==> src/rtl/fetch_pkg.sv <==
// Shared definitions for the instruction-fetch stage: NOP word, HALT opcode, FSM states.
// No logic of its own; latency and backpressure are properties of the users.
// Opcode occupies the top OP_W bits of every instruction word.
package fetch_pkg;

    // Widest instruction word supported by NOP_WORD; users slice the low bits.
    localparam int MAX_INSTR_W = 64;

    // Bubble inserted into IF/ID: all zeros.
    localparam logic [MAX_INSTR_W-1:0] NOP_WORD = '0;

    // Opcode field: the OP_W most significant bits of the instruction.
    localparam int          OP_W    = 4;
    localparam logic [3:0]  HALT_OP = 4'hF;

    typedef enum logic {
        RUN    = 1'b0,
        HALTED = 1'b1
    } state_t;

endpackage

==> src/rtl/fetch_unit_if_id_reg.sv <==
// IF/ID pipeline register holding instruction, PC+1 and a valid flag.
// Latency: one cycle from load to outputs.
// Priority per edge: rst, flush (bubble, pc1 kept), hold (freeze), load.
module if_id_reg
    import fetch_pkg::*;
#(
    parameter int PC_W    = 8,
    parameter int INSTR_W = 16
) (
    input  logic               clk,
    input  logic               rst,
    input  logic               load_i,
    input  logic               flush_i,
    input  logic               hold_i,
    input  logic [INSTR_W-1:0] instr_i,
    input  logic [PC_W-1:0]    pc1_i,
    output logic [INSTR_W-1:0] instr_o,
    output logic [PC_W-1:0]    pc1_o,
    output logic               valid_o
);

    logic [INSTR_W-1:0] instr_q;
    logic [PC_W-1:0]    pc1_q;
    logic               valid_q;

    // Register update: a flush turns the slot into a bubble but leaves pc1 untouched.
    always_ff @(posedge clk) begin
        if (rst) begin
            instr_q <= '0;
            pc1_q   <= '0;
            valid_q <= 1'b0;
        end else if (flush_i) begin
            instr_q <= NOP_WORD[INSTR_W-1:0];
            valid_q <= 1'b0;
        end else if (hold_i) begin
            instr_q <= instr_q;
            pc1_q   <= pc1_q;
            valid_q <= valid_q;
        end else if (load_i) begin
            instr_q <= instr_i;
            pc1_q   <= pc1_i;
            valid_q <= 1'b1;
        end
    end

    assign instr_o = instr_q;
    assign pc1_o   = pc1_q;
    assign valid_o = valid_q;

endmodule

==> src/rtl/fetch_unit.sv <==
// Instruction fetch: owns the PC, addresses imem, loads IF/ID; HALT parks the front end.
// Latency: imem word appears on if_id_instr one edge after its address is driven.
// Stall freezes PC and IF/ID; redirect overrides stall and inserts one bubble.
// Optional macro FETCH_STALL_CNT_EN builds a saturating stall-cycle counter.
module fetch_unit
    import fetch_pkg::*;
#(
    parameter int PC_W    = 8,
    parameter int INSTR_W = 16
) (
    input  logic               clk,
    input  logic               rst,
    input  logic               stall,
    input  logic               branch_taken,
    input  logic [PC_W-1:0]    branch_target,
    output logic [PC_W-1:0]    imem_addr,
    input  logic [INSTR_W-1:0] imem_data,
    output logic [INSTR_W-1:0] if_id_instr,
    output logic [PC_W-1:0]    if_id_pc1,
    output logic               if_id_valid,
    output logic               halted,
    output logic [15:0]        stall_cnt
);

    state_t          state_q;
    logic [PC_W-1:0] pc_q;
    logic [PC_W-1:0] pc_inc;
    logic            halted_q;
    logic            is_halt;
    logic            fetch_go;
    logic            ifid_flush;

    // Next sequential PC wraps naturally at 2^PC_W.
    assign pc_inc  = pc_q + 1'b1;
    assign is_halt = (imem_data[INSTR_W-1 -: OP_W] == HALT_OP);

    // A real fetch happens only when running, unstalled and not redirected.
    assign fetch_go   = !branch_taken && !stall && (state_q == RUN);
    // Bubble on redirect, and on every unstalled cycle spent halted.
    assign ifid_flush = branch_taken || (!stall && (state_q == HALTED));

    // PC and RUN/HALTED state machine; halted is kept as its own register.
    always_ff @(posedge clk) begin
        if (rst) begin
            pc_q     <= '0;
            state_q  <= RUN;
            halted_q <= 1'b0;
        end else if (branch_taken) begin
            pc_q     <= branch_target;
            state_q  <= RUN;
            halted_q <= 1'b0;
        end else if (!stall) begin
            case (state_q)
                RUN: begin
                    pc_q <= pc_inc;
                    if (is_halt) begin
                        state_q  <= HALTED;
                        halted_q <= 1'b1;
                    end
                end
                HALTED: begin
                    pc_q <= pc_q;
                end
                default: begin
                    state_q  <= RUN;
                    halted_q <= 1'b0;
                end
            endcase
        end
    end

    if_id_reg #(
        .PC_W    (PC_W),
        .INSTR_W (INSTR_W)
    ) u_if_id (
        .clk     (clk),
        .rst     (rst),
        .load_i  (fetch_go),
        .flush_i (ifid_flush),
        .hold_i  (stall),
        .instr_i (imem_data),
        .pc1_i   (pc_inc),
        .instr_o (if_id_instr),
        .pc1_o   (if_id_pc1),
        .valid_o (if_id_valid)
    );

    assign imem_addr = pc_q;
    assign halted    = halted_q;

`ifdef FETCH_STALL_CNT_EN
    logic [15:0] stall_cnt_q;
    logic [15:0] stall_cnt_d;

    // Count stalled cycles while running; saturate instead of wrapping.
    always_comb begin
        stall_cnt_d = stall_cnt_q;
        if (stall && !branch_taken && (state_q == RUN) && (stall_cnt_q != 16'hFFFF)) begin
            stall_cnt_d = stall_cnt_q + 16'd1;
        end
    end

    // Counter register, cleared by reset.
    always_ff @(posedge clk) begin
        if (rst) begin
            stall_cnt_q <= '0;
        end else begin
            stall_cnt_q <= stall_cnt_d;
        end
    end

    assign stall_cnt = stall_cnt_q;
`else
    assign stall_cnt = '0;
`endif

endmodule

==> config.mk <==
export PLATFORM = sky130hd
export DESIGN_NAME = fetch_unit
export DESIGN_NICKNAME = d
export VERILOG_FILES = /design/src/rtl/fetch_pkg.sv /design/src/rtl/fetch_unit_if_id_reg.sv /design/src/rtl/fetch_unit.sv
export SDC_FILE = /design/constraint.sdc
export NUM_CORES = 1
export LEC_CHECK = 0
export CAP_MARGIN = 20
export CORE_MARGIN = 5
export CORE_UTILIZATION = 43
export CTS_BUF_LIST = sky130_fd_sc_hd__clkbuf_16
export DETAILED_ROUTE_END_ITERATION = 6
export PLACE_DENSITY_LB_ADDON = 0.3
export SLEW_MARGIN = 20
export SYNTH_ARGS = -nofsm -noshare
export SYNTH_HDL_FRONTEND = slang
export SYNTH_SLANG_ARGS = --single-unit
==> constraint.sdc <==
create_clock -name clk -period 2.7 [get_ports clk]
set_input_delay 0.54 -clock clk [delete_from_list [all_inputs] [get_ports clk]]
set_output_delay 0.54 -clock clk [all_outputs]
set_load 0.01 [all_outputs]
[Word-level counts from Yosys, hierarchy flattened]
Cells that the tools add are included.
Storage, ports and cells
  bits in registers: 35
  input bits: 28
  output and inout port bits: 50
  word-level logic and storage cells: 30
Operators by class
  $add $sub $neg: 1
  equality and inequality tests: 3
  mux-type cells: 5
  bitwise logic cells: 3
  reductions and logical operators: 12
Operators by type and width (count)
  $mux 8: 3
  $add 8x1->8 const B: 1
  $reduce_and 3->1: 2
  $eq 4x4->1 const B: 1
  $reduce_and 2->1: 2
  $reduce_or 2->1: 2
  $logic_and 1x1->1: 3
  $not 1->1: 3
  $logic_not 1->1: 2
  $mux 1: 2
  $ne 2x1->1 const B: 1
  $ne 2x2->1 const B: 1
  $logic_or 1x1->1: 1

[Longest topological paths before layout]
Gate-level depths: netlist of the first run.
  depth after elaboration: 5
  depth in mapped cells: 6
  gate-level depth less buffers: 4

[Hierarchy]
Synthesis of the first run repeated with hierarchy kept, for this count alone.
Second synthesis, totals
  cell total of the unflattened synthesis: 202
  area, all modules: 1681.6 um^2
Modules (own cells, without submodules)
  if_id_reg: times used 1, cells each 112, area an instance 949.7 um^2, sequential area each 500.5 um^2
  fetch_unit: times used 1, cells each 90, area an instance 732.0 um^2, sequential area each 200.2 um^2

[Worst setup path after synthesis of the first run]
Ideal clock, no wire load.
  kind: in2reg
  from: input port stall
  to: register pc_q[6] (netlist: imem_addr[6])
  setup time: 0.103 ns
  data arrival time: 1.609 ns
  data required time: 2.597 ns
  setup slack: 0.987 ns
  stages: 5
  buffers on the path: 2
  cells stage by stage: buf_6 > or2_0 > buf_2 > or3_4 > a2111oi_2
Between the ends
  word-level cells in the longest chain between the ends: 2
RTL lines
  start, declared: RTL line fetch_unit.sv:13  | input logic stall,
  $ne 2x1->1 (no line)
  $reduce_and 2->1 (no line)
  end signal, assigned: RTL line fetch_unit.sv:49  | pc_q <= branch_target;
  end signal, assigned: RTL line fetch_unit.sv:55  | pc_q <= pc_inc;
  end signal, assigned: RTL line fetch_unit.sv:62  | pc_q <= pc_q;
  end, declared: RTL line fetch_unit.sv:26  | logic [PC_W-1:0] pc_q;
Every way passes these cells.
A chain may end at the register's enable or synchronous reset.

[Final worst setup path of the first run]
Ends and elaborated chain as after synthesis.

==> out/qor.yml, run 1 <==
dr.max_layer_used: "met4"
fillCellCount: 315
post_cts.repair.setup_buffers: 0
synth_edf_count: 0
die_area_sq_um: 5090
synth.ff_latch_count: 35
layout_setup_ws_ns: 0.740
first_pass_iters: 4
grt_pass1_wl_microns: 6390
coreArea_sq_um: 3660
max-vdd-ir-drop_v: 0.000356
synthCells: 200
fin_skew_ns: 0.00161
drv_cap: 0
hold_depth: 2
met1_length_microns: 1660
status: "complete, no violations"
tritoncts: "done"
area_growth_pct: 47.3
drive_gt1_share_pct: 6.20
vias_per_cell: 4.98
antenna_found_initial: 0
grt_pass1_vias: 1374
p_leak_nw: 0.866
track_usage_pct: 16.1
fp.dieH_microns: 71.3
grt_start_max_net_pins: 31
final_cell_mix: "61 x clkdlybuf4s50_1, 38 x nand2_1, 35 x dfxtp_1"
std_cell_rows: 22
place.gp.congestion: 0.811
cts-resized-gates: 0
path_cells: "clkdlybuf4s50_1, or2_0, or3_4, a2111oi_2"
path_clk_slew_ns: 0.05
fin_tns_setup_ns: 0
slowest_stage: "clkdlybuf4s50_1"
r2r_slack_ns: 1.02
insertion_delay_ns: 0.28
via_count: 1525
timing.fmax_ghz: 0.510
dr_wl_met3_microns: 297
clock_sinks: 35
nets: 286
arrival_ns: 2.14
post-route-cell-area_sq_um: 2380
finalMaxSlewViolations: 0
post-route-util_pct: 65.1
die_w_microns: 71.3
ys.flop_type: "dfxtp_1"
final_antenna_net_count: 0
layout_commonest_cell: "clkdlybuf4s50_1"
num_antenna_cells: 0
seq_area_sq_um: 701
async_reset_ff_share_pct: 0
dp_slack_ns: 0.458
drc: 0
port_buffers: 61
ff2ff_path_depth: 4
totalWireLength_microns: 4020
cp-end-kind: "flip-flop"
worstSetupPathType: "in2reg"
setup_viol: 0
cts_buffer_depth: 2
hold_buffers: 0
avgSynthCellArea_sq_um: 8.09
grt-ovfl-total: 0
grt_setup_unrepaired: "no"
slowest_delay_ns: 0.52
start_util_pct: 44.2
htree_levels: 2
hpwl_microns: 2970
fin_crit_ns: 1.96
ioPinCount: 78
yosysSeqAreaShare_pct: 43.3
holdCritPathClass: "reg2reg"
worst_setup_path_start_kind: "input port"
cts_buffers: 5
wl_met2_microns: 1990
place_area_sq_um: 2190
clock-root-buffer: "clkbuf_16"
multiInputGateArea_sq_um: 773
drt_iter0_markers: 92
power-per-cell-area_nw_per_um2: 624
ys_warn_count: 0
finalHoldViolCount: 0
synth_cell_types: 38
fin_crit_sh_pct: 72.6
wl_per_cell_microns: 13.1
synthesis.area_sq_um: 1620
crit_path_max_fanout: 8
required_ns: 2.88
-- power by group --
group,leakage [nW],switching (mW),internal [mW],total [mW]
logic,0.485,0.0872,0.101,0.188
registers,0.286,0.0240,0.540,0.564
clock network,0.0952,0.211,0.525,0.736
total,0.866,0.322,1.17,1.49
-- cell usage after synthesis, drive strengths merged (2+ instances only) --
cell | instances | share of area [%]
clkbuf | 8 | 1.9
nand4 | 3 | 1.2
and4 | 2 | 1.1
inv | 5 | 1.2
a211oi | 5 | 2.3
nand3 | 4 | 1.2
nor3 | 3 | 0.93
or2 | 2 | 0.77
nor4 | 3 | 1.5
or3 | 4 | 1.9
nor2 | 15 | 3.5
nand2 | 38 | 8.8
buf | 22 | 9.7
xnor2 | 4 | 2.2
a311oi | 4 | 2.2
dfxtp | 35 | 43
a21oi | 20 | 6.2
o21ai | 9 | 2.8
-- final timing paths --
path / from / to
worst min register to register: u_if_id.instr_o[0]$_SDFFE_PP0P_ / u_if_id.instr_o[0]$_SDFFE_PP0P_
worst max register to register: imem_addr[0]$_SDFFE_PP0P_ / imem_addr[6]$_SDFFE_PP0P_
worst max-delay path: stall / imem_addr[6]$_SDFFE_PP0P_
worst min-delay path: u_if_id.instr_o[0]$_SDFFE_PP0P_ / u_if_id.instr_o[0]$_SDFFE_PP0P_
-- metrics by stage --
stage                     hold WS (ns)  instances  total power, mW
after floorplan                  0.481        215            0.678
after global placement           0.442        298            0.762
after detailed placement         0.446        298            0.763
after CTS                        0.453        306             1.50
after global routing             0.463        306             1.54
final                            0.451        306             1.49
-- cells by family (layout without fill, tap and decap cells) --
kind of cell / after synthesis / in the layout / synth area share, %
XOR/XNOR: 5 / 5 / 2.71
AO/OA/AOI/OAI: 45 / 45 / 17.8
buffers and inverters: 35 / 78 / 12.7
AND/OR/NAND/NOR: 78 / 78 / 22.5
flip-flops: 35 / 35 / 43.3
adder cells (fa/ha/maj): 1 / 1 / 0.773
other: 1 / 16 / 0.232
-- routing by layer --
layer | global-route usage (%) | vias to the layer above
met5 | 0 | -
met2 | 26.5 | 50
li1 | - | 769
met4 | 8.77 | 0
met1 | 18.4 | 700
met3 | 5.19 | 6
-- layout make-up --
| type | instances | area share, % |
|---|---|---|
| inverter | 5 | 0.788 |
| clock buffer | 5 | 5.25 |
| sequential | 35 | 29.4 |
| multi-input combinational | 145 | 32.5 |
| timing repair buffer | 65 | 26.9 |
| tap | 48 | 2.52 |
| clock inverter | 3 | 2.68 |
-- worst max-delay path, delay by kind of cell --
family                 cells  cell delay, ns
buffers and inverters      1            0.52
AOI/OAI and AO/OA          1            0.29
and+or+nand+nor            2            0.79
-- flip-flops by register name (all words and copies together) (netlist names) --
signal,cells
state_q,1
imem_addr,8
u_if_id.pc1_o,8
halted,1
u_if_id.valid_o,1
u_if_id.instr_o,16
Power figures use the tool's default switching activity.
==> run 2: changes to the inputs <==
--- a/config.mk
+++ b/config.mk
@@ -7,7 +7,7 @@
 export LEC_CHECK = 0
 export CAP_MARGIN = 20
 export CORE_MARGIN = 5
-export CORE_UTILIZATION = 43
+export CORE_UTILIZATION = 36
 export CTS_BUF_LIST = sky130_fd_sc_hd__clkbuf_16
 export DETAILED_ROUTE_END_ITERATION = 6
 export PLACE_DENSITY_LB_ADDON = 0.3
==> constraint.sdc (replaced) <==
create_clock -name clk -period 1.8 [get_ports clk]
set_input_delay 0.36 -clock clk [delete_from_list [all_inputs] [get_ports clk]]
set_output_delay 0.36 -clock clk [all_outputs]
set_load 0.01 [all_outputs]
==> out/qor.yml, run 2 (same netlist as run 1, synthesis figures left out) <==
status: "complete, no violations"
hold_depth: 2  # unchanged
port_buffers: 61  # unchanged
grt_start_max_net_pins: 18  # -42%
arrival_ns: 1.36  # -0.78 ns
fp.dieH_microns: 77.0  # +8.0%
grt_pass1_vias: 1513  # +10%
dr_wl_met3_microns: 299  # +0.67%
ioPinCount: 78  # unchanged
layout_commonest_cell: "clkdlybuf4s50_1"
ff2ff_path_depth: 4  # unchanged
coreArea_sq_um: 4350  # +19%
drc: 0  # unchanged
largest_reg_flops: 16  # unchanged
wl_met2_microns: 2100  # +5.5%
finalHoldViolCount: 0  # unchanged
track_usage_pct: 14.8  # -1.3 points
grt_pass1_wl_microns: 7120  # +11%
fin_skew_ns: 0.00492  # +0.00330 ns
num_antenna_cells: 0  # unchanged
grt-ovfl-total: 0  # unchanged
clock-root-buffer: "clkbuf_16"
final_antenna_net_count: 0  # unchanged
die_area_sq_um: 5930  # +17%
wl_per_cell_microns: 13.2  # +0.55%
tritoncts: "done"
dr.max_layer_used: "met4"
fin_crit_ns: 1.72
clock_sinks: 35  # unchanged
worstSetupPathType: "reg2out"
p_leak_nw: 0.933  # +7.7%
cts-resized-gates: 0  # unchanged
power-per-cell-area_nw_per_um2: 858  # +37%
nets: 300  # +4.9%
post-route-cell-area_sq_um: 2500  # +4.8%
grt_setup_unrepaired: "no"
cts_buffers: 5  # unchanged
std_cell_rows: 24  # +9.1%
cp-end-kind: "output pin"
place_area_sq_um: 2330  # +6.2%
finalMaxSlewViolations: 0  # unchanged
start_util_pct: 37.2  # -7.0 points
worst_setup_path_start_kind: "flip-flop"
cts_buffer_depth: 2  # unchanged
max-vdd-ir-drop_v: 0.000479  # +34%
insertion_delay_ns: 0.28  # about the same
slowest_stage: "clkdlybuf4s50_1"
hold_buffers: 0  # unchanged
fin_crit_sh_pct: 95.4
hpwl_microns: 3260  # +9.8%
setup_viol: 0  # unchanged
post_cts.repair.setup_buffers: 0  # unchanged
area_growth_pct: 54.4
path_depth: 1  # -3
path_clk_slew_ns: 0.06  # about the same
via_count: 1582  # +3.7%
totalWireLength_microns: 4280  # +6.5%
vias_per_cell: 4.88  # -2.0%
crit_path_max_fanout: 8  # unchanged
drv_cap: 0  # unchanged
crit_buf_inv: 1  # unchanged
antenna_found_initial: 0  # unchanged
holdCritPathClass: "reg2reg"
drt_iter0_markers: 57  # -38%
first_pass_iters: 4  # unchanged
die_w_microns: 77.0  # +8.0%
place.gp.congestion: 0.824  # +1.7%
cp_top_family: "buffers and inverters"
slowest_delay_ns: 0.60  # +0.08 ns
final_cell_mix: "61 x clkdlybuf4s50_1, 38 x nand2_1, 35 x dfxtp_1"
htree_levels: 2  # unchanged
drive_gt1_share_pct: 11.4  # +5.2 points
path_cells: "clkdlybuf4s50_1"
fillCellCount: 439  # +39%
required_ns: 1.44  # -1.44 ns
timing.hold.ws_ns: 0.450  # -0.000483 ns
timing.fmax_ghz: 0.582
met1_length_microns: 1830  # +10%
[run 2: per-stage QoR]
| stage | instances | power [mW] | setup WS [ns] | util [%] | TNS (ns) |
|---|---|---|---|---|---|
| after floorplan | 215 | 1.02 | 0.220 | - | 0 |
| after global placement | 316 | 1.18 | -0.0850 | 53.5 | -0.172 |
| after detailed placement | 316 | 1.18 | -0.134 | 53.5 | -0.330 |
| after CTS | 324 | 2.18 | 0.0710 | 57.4 | 0 |
| after global routing | 324 | 2.23 | 0.0285 | 57.4 | 0 |
| final | 324 | 2.14 | 0.0825 | 57.4 | 0 |
[run 2: power breakdown]
part	internal (mW)	total, mW	switching, mW	leakage [nW]
combinational	0.179	0.324	0.145	0.563
sequential	0.809	0.840	0.0310	0.286
clock	0.652	0.980	0.328	0.0838
[run 2: worst paths after layout]
kind | slack, ns | endpoint | startpoint
max reg2reg | 0.22 | imem_addr[6]$_SDFFE_PP0P_ | imem_addr[1]$_SDFFE_PP0P_
min reg2reg | 0.45 | u_if_id.instr_o[5]$_SDFFE_PP0P_ | u_if_id.instr_o[5]$_SDFFE_PP0P_
min | 0.45 | u_if_id.instr_o[5]$_SDFFE_PP0P_ | u_if_id.instr_o[5]$_SDFFE_PP0P_
max | 0.08 | imem_addr[2] | imem_addr[2]$_SDFFE_PP0P_
[run 2: cell type report]
| cell class | instances | area (sq um) | share of cell area [%] |
|---|---|---|---|
| multi-input combinational | 145 | 773 | 31.0 |
| timing repair buffer | 79 | 771 | 30.9 |
| sequential | 35 | 701 | 28.1 |
| clock buffer | 5 | 125 | 5.01 |
| tap | 52 | 65.1 | 2.61 |
| clock inverter | 3 | 43.8 | 1.75 |
| inverter | 5 | 18.8 | 0.752 |
[run 2: tightest hold or removal path: stages (launching register included)]
cell,delay (ns)
dfxtp_1,0.30
nand2_1,0.05
a21oi_1,0.05
[run 2: per-layer routing]
| layer | track usage, % | vias to the layer above |
|---|---|---|
| met2 | 25.2 | 52 |
| met3 | 4.68 | 5 |
| li1 | - | 796 |
| met4 | 6.19 | 0 |
| met5 | 0 | - |
| met1 | 16.9 | 729 |
==> run 3: changes to the inputs <==
--- a/config.mk
+++ b/config.mk
@@ -11,6 +11,7 @@
 export CTS_BUF_LIST = sky130_fd_sc_hd__clkbuf_16
 export DETAILED_ROUTE_END_ITERATION = 6
 export PLACE_DENSITY_LB_ADDON = 0.3
+export SKIP_LAST_GASP = 1
 export SLEW_MARGIN = 20
 export SYNTH_ARGS = -nofsm -noshare
 export SYNTH_HDL_FRONTEND = slang
==> results of run 3 <==
Same layout as run 2: the final DEF is identical, and so are final timing and power.
